[config.mk]
export PLATFORM = sky130hd
export DESIGN_NAME = ccta_pipe
export DESIGN_NICKNAME = d
export VERILOG_FILES = /design/src/rtl/ccta_pkg.sv /design/src/rtl/ccta_acc_unit.sv /design/src/rtl/ccta_pipe.sv
export SDC_FILE = /design/constraint.sdc
export NUM_CORES = 1
export LEC_CHECK = 0
export ABC_AREA = 1
export CORE_MARGIN = 2
export CORE_UTILIZATION = 45
export DETAILED_ROUTE_END_ITERATION = 16
export MAX_ROUTING_LAYER = met4
export PLACE_DENSITY = 0.65
export SLEW_MARGIN = 10
export SYNTH_ARGS = -nofsm -noshare
export SYNTH_HDL_FRONTEND = slang
export SYNTH_SLANG_ARGS = --single-unit
[constraint.sdc]
create_clock -name clk -period 6.6 [get_ports clk]
set_input_delay 0.66 -clock clk [delete_from_list [all_inputs] [get_ports clk]]
set_output_delay 0.66 -clock clk [all_outputs]
set_load 0.005 [all_outputs]
[src/rtl/ccta_pkg.sv]
// Shared definitions for the CCTA pipelined adder: operation modes and their encoding.
package ccta_pkg;

    typedef logic [1:0] ccta_mode_t;

    localparam ccta_mode_t MODE_AB  = 2'b00;
    localparam ccta_mode_t MODE_AC  = 2'b01;
    localparam ccta_mode_t MODE_ABC = 2'b10;
    localparam ccta_mode_t MODE_ACC = 2'b11;

endpackage : ccta_pkg

[src/rtl/ccta_acc_unit.sv]
// Running accumulator for the CCTA pipe: clear priority, wrap/saturate and overflow flag.
// result/ovf are the combinational outcome of a load this cycle; acc updates on load or clr.
module ccta_acc_unit #(
    parameter int W   = 4,
    parameter int SAT = 0
) (
    input  logic         clk,
    input  logic         rst_n,
    input  logic         load,
    input  logic         clr,
    input  logic [W-1:0] a,
    output logic [W+1:0] result,
    output logic         ovf
);

    localparam bit SAT_EN = (SAT != 0);

    logic [W+1:0] acc;
    logic [W+1:0] base;
    logic [W+2:0] sum;

    // A clear in the same cycle as a load acts first, so the load starts from zero.
    assign base = clr ? '0 : acc;
    assign sum  = {1'b0, base} + {3'b000, a};
    assign ovf  = sum[W+2];

    always_comb begin
        result = sum[W+1:0];
        if (SAT_EN && ovf) begin
            result = '1;
        end
    end

    // NOTE: sequential state is written with <= so every flop samples pre-edge values.
    always_ff @(posedge clk or negedge rst_n) begin
        if (!rst_n) begin
            acc <= '0;
        end else if (load) begin
            acc <= result;
        end else if (clr) begin
            acc <= '0;
        end
    end

endmodule : ccta_acc_unit

[src/rtl/ccta_pipe.sv]
// Two-stage pipelined 3-operand adder with accumulate mode and valid/ready flow control.
// Stage 1 registers the operands, stage 2 registers the result; 1 beat/cycle throughput.
module ccta_pipe #(
    parameter int W   = 4,
    parameter int SAT = 0
) (
    input  logic         clk,
    input  logic         rst_n,
    input  logic         in_valid,
    output logic         in_ready,
    input  logic [W-1:0] a,
    input  logic [W-1:0] b,
    input  logic [W-1:0] c,
    input  logic [1:0]   mode,
    input  logic         clr,
    output logic         out_valid,
    input  logic         out_ready,
    output logic [W+1:0] q,
    output logic         ovf
);

    import ccta_pkg::*;

    logic         adv1;
    logic         adv2;
    logic         s1_valid;
    logic [W-1:0] s1_a;
    logic [W-1:0] s1_b;
    logic [W-1:0] s1_c;
    ccta_mode_t   s1_mode;

    logic         acc_load;
    logic [W+1:0] acc_result;
    logic         acc_ovf;
    logic [W+1:0] q_d;
    logic         ovf_d;

    // Stage 2 moves when its output is empty or being taken; stage 1 when it can hand off.
    assign adv2     = !out_valid || out_ready;
    assign adv1     = !s1_valid || adv2;
    assign in_ready = adv1;

    always_ff @(posedge clk or negedge rst_n) begin
        if (!rst_n) begin
            s1_valid <= 1'b0;
        end else if (adv1) begin
            s1_valid <= in_valid;
        end
    end

    // NOTE: operand payload has no reset; s1_valid alone decides whether it means anything.
    always_ff @(posedge clk) begin
        if (adv1 && in_valid) begin
            s1_a    <= a;
            s1_b    <= b;
            s1_c    <= c;
            s1_mode <= mode;
        end
    end

    assign acc_load = s1_valid && adv2 && (s1_mode == MODE_ACC);

    ccta_acc_unit #(
        .W   (W),
        .SAT (SAT)
    ) u_acc (
        .clk    (clk),
        .rst_n  (rst_n),
        .load   (acc_load),
        .clr    (clr),
        .a      (s1_a),
        .result (acc_result),
        .ovf    (acc_ovf)
    );

    // NOTE: defaults first so every path assigns q_d/ovf_d and no latch is inferred.
    always_comb begin
        q_d   = '0;
        ovf_d = 1'b0;
        case (s1_mode)
            MODE_AB:  q_d = {2'b00, s1_a} + {2'b00, s1_b};
            MODE_AC:  q_d = {2'b00, s1_a} + {2'b00, s1_c};
            MODE_ABC: q_d = {2'b00, s1_a} + {2'b00, s1_b} + {2'b00, s1_c};
            MODE_ACC: begin
                q_d   = acc_result;
                ovf_d = acc_ovf;
            end
            default: ;
        endcase
    end

    always_ff @(posedge clk or negedge rst_n) begin
        if (!rst_n) begin
            out_valid <= 1'b0;
            q         <= '0;
            ovf       <= 1'b0;
        end else if (adv2) begin
            out_valid <= s1_valid;
            if (s1_valid) begin
                q   <= q_d;
                ovf <= ovf_d;
            end
        end
    end

endmodule : ccta_pipe
# [After elaboration in Yosys (flattened, before gate mapping)]
# Cells that the tools add are included.
[op_classes] n_eq_ne=3 reduce_logical=9 n_mux=4 add_sub_neg=4
[ops] operator="one-hot mux 6 bit (4 select lines)" n=1
[ops] operator="two-way mux 6 bit" n=2
[ops] operator="adder 4 x 4 -> 5 bit" n=2
[ops] operator="adder 6 x 4 -> 7 bit" n=1
[ops] operator="adder 5 x 4 -> 6 bit" n=1
[ops] operator="equality test 2 bit, second input constant" n=2
[ops] operator="logical AND 1 bit" n=3
[ops] operator="equality test 2 x 1 -> 1 bit, second input constant" n=1
[ops] operator="zero test 1 bit" n=2
[ops] operator="zero test 2 bit" n=1
[ops] operator="logical OR 1 bit" n=2
[ops] operator="AND reduction 2 bit" n=1
[ops] operator="two-way mux 1 bit" n=1
[totals] in_bits=19 ff_bits=29 out_inout_bits=9

# [Logic depth before layout (Yosys ltp)]
# Gate-level depths: netlist of run 1.
[logic_depth] ltp_word=5 mapped_depth=14 depth_no_buf=14

# [Modules after synthesis]
# From an unflattened synthesis of run 1, not the netlist that was laid out.
[hier_totals] cells_unflattened=227 hier_area_um2=1884.3
[by_module_without_submodules] module="ccta_pipe" area_each_um2=1397.6 instances=1 seq_area_each_um2=645.6 cells_per_inst=159
[by_module_without_submodules] module="ccta_acc_unit" area_each_um2=486.7 instances=1 seq_area_each_um2=150.1 cells_per_inst=68

# [Worst setup path before layout of run 1]
# OpenSTA, ideal clock, no wires.
[synth_timing] kind="register to register" startpoint="reg s1_a[0]" endpoint="reg q[2]" path_stages_with_launch=10 setup_slack_ns=4.431 arrival_ns=2.045 setup_ns=0.123 path_buffers=0 cell_sequence="edfxtp_1 -> ha_1 -> fa_1 -> xor2_1 -> ha_1 -> or2_1 -> nand3_1 -> nand3_1 -> a21oi_1 -> o21ai_1"
[synth_between] elab_chain_cells=3
[synth_lines] element="from (decl)" line_no="ccta_pipe.sv:27" source="logic [W-1:0] s1_a;"
[synth_lines] element="from (signal assigned)" line_no="ccta_pipe.sv:54" source="s1_a <= a;"
[synth_lines] element="adder 4 x 4 -> 5 bit" line_no="ccta_pipe.sv:81, ccta_pipe.sv:83"
[synth_lines] element="adder 5 x 4 -> 6 bit" line_no="ccta_pipe.sv:83" source="MODE_ABC: q_d = {2'b00, s1_a} + {2'b00, s1_b} + {2'b00, s1_c};"
[synth_lines] element="one-hot mux 6 bit (4 select lines) *" line_no="ccta_pipe.sv:80" source="case (s1_mode)"
[synth_lines] element="to (signal assigned)" line_no="ccta_pipe.sv:100" source="q <= q_d;"
[synth_lines] element="to (decl)" line_no="ccta_pipe.sv:18" source="output logic [W+1:0] q,"
# Mark *: on every way between the ends. The rest lies on a longest branch, timed or not.
# A chain may end at the register's enable or synchronous reset.

# [Worst setup path in the final report of run 1]
[layout_timing] startpoint="reg s1_a[0]" endpoint="reg q[5]"
[layout_between] elab_chain_cells=3
[layout_lines] element="adder 4 x 4 -> 5 bit" line_no="ccta_pipe.sv:83"
[layout_lines] element="adder 5 x 4 -> 6 bit" line_no="ccta_pipe.sv:83"
[layout_lines] element="one-hot mux 6 bit (4 select lines) *" line_no="ccta_pipe.sv:80"
# Marks and branches as above.

==> flow_metrics.tcl, run 1 <==
set metrics [dict create \
    status "finished, final reports clean" \
    die_area_um2 4590 \
    num-fill-cells 367 \
    numCtsBuffers 5 \
    ios 28 \
    netlist_area_um2 1830 \
    drc 0 \
    crit_arrival_ns 2.62 \
    cp-end-kind "flip-flop" \
    cpLargestDelayFamily "adder cells" \
    fp.dieW_um 67.7 \
    fin_crit_ns 2.45 \
    whs_ns 0.486 \
    power_uw 538 \
    tightest_slew_ns 0.730 \
    ys_ff_latch 29 \
    ctsResizeCount 0 \
    drv_slew 0 \
    die_h_um 67.7 \
    worstSkewPairLatency_ns 0.28 \
    setup_violations 0 \
    drive_gt1_share_pct 8.23 \
    stdcell_count 293 \
    syn_nets 249 \
    p_leak_nw 1.08 \
    synthToLayoutAreaGrowth_pct 22.9 \
    synthCells 209 \
    ant_nets 0 \
    cp-start-kind "flip-flop" \
    gp_congestion 0.829 \
    grt_max_degree 16 \
    htree_levels 2 \
    hold_buffers 0 \
    register_area_um2 796 \
    io_buffers 27 \
    crit_buf_inv 0 \
    dr_total_vias 1458 \
    wire_per_inst_um 12.6 \
    grt_pass1_wl_um 6280 \
    dpl.hpwl_um 2910 \
    grt_setup_unrepaired "false" \
    dp_cells 285 \
    synth_area_leaders "edfxtp_1 (23%), dfrtp_1 (21%), ha_1 (12%)" \
    crit_chain "ha_1 > fa_1 > xor2_1 > ha_1 > nand3_1 > nand3_1 > nand2_1 > nand2_1 > a22oi_1 > nand2_1" \
    slowest_stage "edfxtp_1" \
    fin_nets 282 \
    max_stage_delay_ns 0.45 \
    via_per_inst 4.98 \
    final_cell_mix "nand2_1 (55), clkdlybuf4s50_1 (27), nand3_1 (25), inv_1 (22), ha_1 (17)" \
    worst_path_most_repeated_cell "nand2_1" \
    syn_area_per_cell_um2 8.74 \
    initial_core_util_pct 46.3 \
    skew_ns 0.00555 \
    grt_pass1_vias 1419 \
    hp-class "reg -> reg" \
    synth_top_cell_by_area "edfxtp_1" \
    cts_sinks 29 \
    setup_tns_ns 0 \
    multi_input_comb_area_um2 921 \
    period_share_pct 37.1 \
    drtIter0Drc 65 \
    grt_overflow 0 \
    track_usage_pct 19.6 \
    cp.required_ns 6.77 \
    p_per_area_nw_per_um2 240 \
    cp_max_fo 6 \
    synth_warnings 0 \
    synth.distinct_cells 29 \
    ys_seq_area_share_pct 43.6 \
    rows 23 \
    ctsRootBufferMaster "clkbuf_8" \
    path_class "reg -> reg" \
    slew-limit-headroom_pct 51.2 \
    core_area_um2 3940 \
    drv_cap 0 \
    peakVddDrop_v 0.000191 \
    cts.clk_slew.worst_paths_ns 0.06 \
    antenna_found_initial 0 \
    clock_path_buffers 2 \
    hold_viol 0 \
    first_pass_iters 4 \
    diodes 0 \
    cts_tree "yes" \
    layout_commonest_cell "nand2_1" \
    synth_top_area_share_pct 23.0 \
    timing.fmax_ghz 0.408 \
    cts_setup_buffers 0 \
    drt-total-wl_um 3680 \
]
-- stage by stage --
| step | cell area (µm²) | setup slack [ns] | util [%] |
|---|---|---|---|
| after global placement | 2150 | 4.06 | 54.6 |
| after floorplan | 1830 | 4.43 | - |
| after detailed placement | 2150 | 4.01 | 54.6 |
| after global routing | 2240 | 3.93 | 56.9 |
| after CTS | 2240 | 4.14 | 56.9 |
| final | 2240 | 4.15 | 56.9 |
-- layout make-up --
| class | instances | share of cell area (%) |
|---|---|---|
| multi-input cells | 151 | 41.0 |
| flip-flops and latches | 29 | 35.5 |
| repair buffers | 27 | 12.0 |
| inverters | 28 | 4.68 |
| clock buffers | 8 | 4.01 |
| well taps | 50 | 2.79 |
-- flip-flops by register name, indices dropped and copies added (netlist names) --
register / flops
ovf: 1
s1_a: 4
s1_c: 4
q: 6
s1_b: 4
u_acc.acc: 6
s1_valid: 1
out_valid: 1
s1_mode: 2
-- final timing paths --
kind	slack, ns	cells after the start	from	endpoint
worst max-delay path	4.15	10	s1_a[0]$_DFFE_PP_	q[5]$_DFFE_PN0P_
worst min-delay path	0.49	2	q[0]$_DFFE_PN0P_	q[0]$_DFFE_PN0P_
worst max register to register	4.15	10	s1_a[0]$_DFFE_PP_	q[5]$_DFFE_PN0P_
worst min register to register	0.49	2	q[0]$_DFFE_PN0P_	q[0]$_DFFE_PN0P_
max in group asynchronous	5.32	1	rst_n	q[0]$_DFFE_PN0P_
min in group asynchronous	0.81	1	rst_n	u_acc.acc[2]$_DFF_PN0_
-- routing by layer --
metal,vias up,share of wire [%],track usage (%)
met1,667,47,24.3
met4,0,1.5,6.12
met3,6,3.9,5.00
met5,-,0,-
met2,24,47,31.1
li1,761,-,-
-- kinds of logic after synthesis --
kind of cell	share of synthesized area, %
flip-flops	43.6
XOR/XNOR	0.959
AND/OR/NAND/NOR	25.5
adder cells (fa/ha/maj)	16.0
buffers and inverters	6.03
AO/OA/AOI/OAI	7.95
-- Yosys cell counts (all sizes together) --
master  instances
nor3            1
o21bai          1
o31ai           1
xor2            2
nand4           2
a21oi          13
nor2           12
fa              4
o22ai           1
a31oi           1
o21ai           8
edfxtp         14
ha             17
inv            28
buf             1
nand3          26
a22oi           1
or2             3
nand2          58
dfrtp          15
-- tightest hold or removal path: stages (launching register included) --
cell	delay [ns]
dfrtp_1	0.35
nand2_1	0.06
nand2_1	0.05
-- where the power goes --
part	internal, mW	total (mW)	switching [mW]
sequential	0.214	0.230	0.0162
combinational	0.0747	0.156	0.0816
clock	0.0849	0.152	0.0667
total	0.373	0.538	0.165
(Power assumes the default switching activity.)
==> run 2: changes to the inputs <==
PLACE_DENSITY = 0.67   (was 0.65)
clock period = 2.25 ns   (was 6.6 ns; I/O delays follow)
==> run 2 against run 1 <==
  * Sequential share of layout area decreased by 2.4 points
  * Cell count up 3.1%
  * Global-route usage is 0.42 points lower
  * Worst hold slack worse by 0.13 ns
  * Design area up 7.1%
  * Utilization up 4.1 points
  * Non-clock buffer count grew 9
==> flow_metrics.tcl, run 2 (synthesis results as in run 1) <==
set metrics [dict create \
    cp-end-kind "flip-flop" \
    cp_max_fo 2 \
    skew_ns 0.00833 \
    fin_crit_ns 2.14 \
    ios 28 \
    gp_congestion 0.930 \
    grt_overflow 0 \
    hold_buffers 0 \
    wire_per_inst_um 12.9 \
    setup_tns_ns 0 \
    cts.clk_slew.worst_paths_ns 0.07 \
    peakVddDrop_v 0.000418 \
    crit_arrival_ns 2.30 \
    synthToLayoutAreaGrowth_pct 31.6 \
    drv_cap 0 \
    diodes 0 \
    grt_max_degree 16 \
    p_leak_nw 1.13 \
    hold_viol 0 \
    htree_levels 2 \
    drv_slew 0 \
    num-fill-cells 353 \
    drtIter0Drc 47 \
    die_area_um2 4590 \
    reg_top3 "q x6, u_acc.acc x6" \
    timing.rr.end "q[1]$_DFFE_PN0P_" \
    fin_nets 291 \
    slowest_stage "fa_2" \
    setup_violations 0 \
    reg2reg_from "s1_a[0]$_DFFE_PP_" \
    dr_total_vias 1512 \
    die_h_um 67.7 \
    worstSkewPairLatency_ns 0.29 \
    layout_setup_ws_ns 0.109 \
    drc 0 \
    slew-limit-headroom_pct 52.8 \
    cts_tree "yes" \
    track_usage_pct 19.1 \
    grt_pass1_wl_um 6110 \
    drt-total-wl_um 3890 \
    antenna_found_initial 0 \
    status "finished, final reports clean" \
    crit_buf_inv 1 \
    grt_pass1_vias 1393 \
    path_class "reg -> reg" \
    clock_path_buffers 2 \
    final_cell_mix "nand2_1 (54), clkdlybuf4s50_1 (27), nand3_1 (24), inv_1 (22), dfrtp_1 (15)" \
    worst_path_most_repeated_cell "fa_2" \
    dpl.hpwl_um 3070 \
    cts_sinks 29 \
    fp.dieW_um 67.7 \
    timing.fmax_ghz 0.467 \
    max_stage_delay_ns 0.53 \
    crit_chain "ha_2 > fa_2 > inv_1 > fa_2 > o21ai_1 > a21oi_2 > a21oi_1" \
    core_area_um2 3940 \
    numCtsBuffers 5 \
    reg2reg_slack_ns 0.11 \
    initial_core_util_pct 46.3 \
    cp.required_ns 2.41 \
    ant_nets 0 \
    io_buffers 27 \
    ctsRootBufferMaster "clkbuf_8" \
    period_share_pct 95.1 \
    layout_commonest_cell "nand2_1" \
    rows 23 \
    r2r_cells 7 \
    p_per_area_nw_per_um2 726 \
    hp-class "in -> async" \
    via_per_inst 5.01 \
    drive_gt1_share_pct 16.7 \
    pre_cts_ws_ns -0.0217 \
    cpLargestDelayFamily "adder cells" \
    tightest_slew_ns 0.706 \
    whs_ns 0.358 \
    first_pass_iters 4 \
    cp-start-kind "flip-flop" \
]
run 2: changes by cell type in the layout (fill, tap and decap cells not counted), moves of 2 or more:
cell,previous run,this run
a21oi_2,0,3
a21oi_1,13,10
ha_1,17,14
buf_4,0,9
ha_4,0,2
fa_2,0,2
fa_1,4,2
clkbuf_1,2,0
run 2: where the power goes:
| group | total [mW] | switching (mW) | leakage [nW] | internal, mW |
|---|---|---|---|---|
| Combinational | 0.533 | 0.270 | 0.745 | 0.264 |
| Clock | 0.538 | 0.212 | 0.0518 | 0.326 |
| Sequential | 0.675 | 0.0481 | 0.330 | 0.627 |
run 2: worst max path at each step:
stage	end	cells after the start	from
6_report	q[1]$_DFFE_PN0P_	7	s1_a[0]$_DFFE_PP_
5_1_grt	q[4]$_DFFE_PN0P_	10	s1_a[0]$_DFFE_PP_
4_1_cts	q[2]$_DFFE_PN0P_	9	s1_a[0]$_DFFE_PP_
3_5_place_dp	q[2]$_DFFE_PN0P_	9	s1_a[0]$_DFFE_PP_
3_3_place_gp	q[2]$_DFFE_PN0P_	9	s1_a[0]$_DFFE_PP_
2_1_floorplan	q[2]$_DFFE_PN0P_	9	s1_a[0]$_DFFE_PP_
run 2: repair_timing:
action / 4_1_cts / 5_1_grt
pin swaps: 2 / 3
setup endpoints to repair: 3 / 5
setup buffers: 0 / 2
resized for setup: 1 / 13
endpoints found under the hold margin: 0 / 0
run 2: final cells by class:
class                      count  area [µm²]  share of cell area [%]
sequential                    29         796                    33.1
clock inverter                 3        41.3                    1.72
multi-input combinational    151         993                    41.3
timing repair buffer          36         338                    14.0
tap                           50        62.6                    2.60
clock buffer                   5        68.8                    2.86
inverter                      28         105                    4.37
run 2: layer usage:
| layer | vias up | global-route usage, % | routed length (µm) |
|---|---|---|---|
| met5 | - | - | 0 |
| met4 | 0 | 6.89 | 53 |
| met3 | 5 | 5.00 | 150 |
| met2 | 27 | 31.3 | 1990 |
| met1 | 701 | 22.7 | 1700 |
| li1 | 779 | - | - |
run 2: metrics by stage:
step                      utilization, %  power (mW)  cells  instance area [µm²]
after floorplan                        -       0.958    209                 1830
after global placement              56.0        1.17    292                 2210
after detailed placement            56.0        1.17    292                 2210
after CTS                           58.8        1.71    300                 2320
after global routing                61.0        1.86    302                 2400
final                               61.0        1.75    302                 2400
==> run 3: changes to the inputs <==
CAP_MARGIN = 20   (was default)
==> results of run 3 <==
The final DEF is identical to that of run 2; final timing and power are the same.
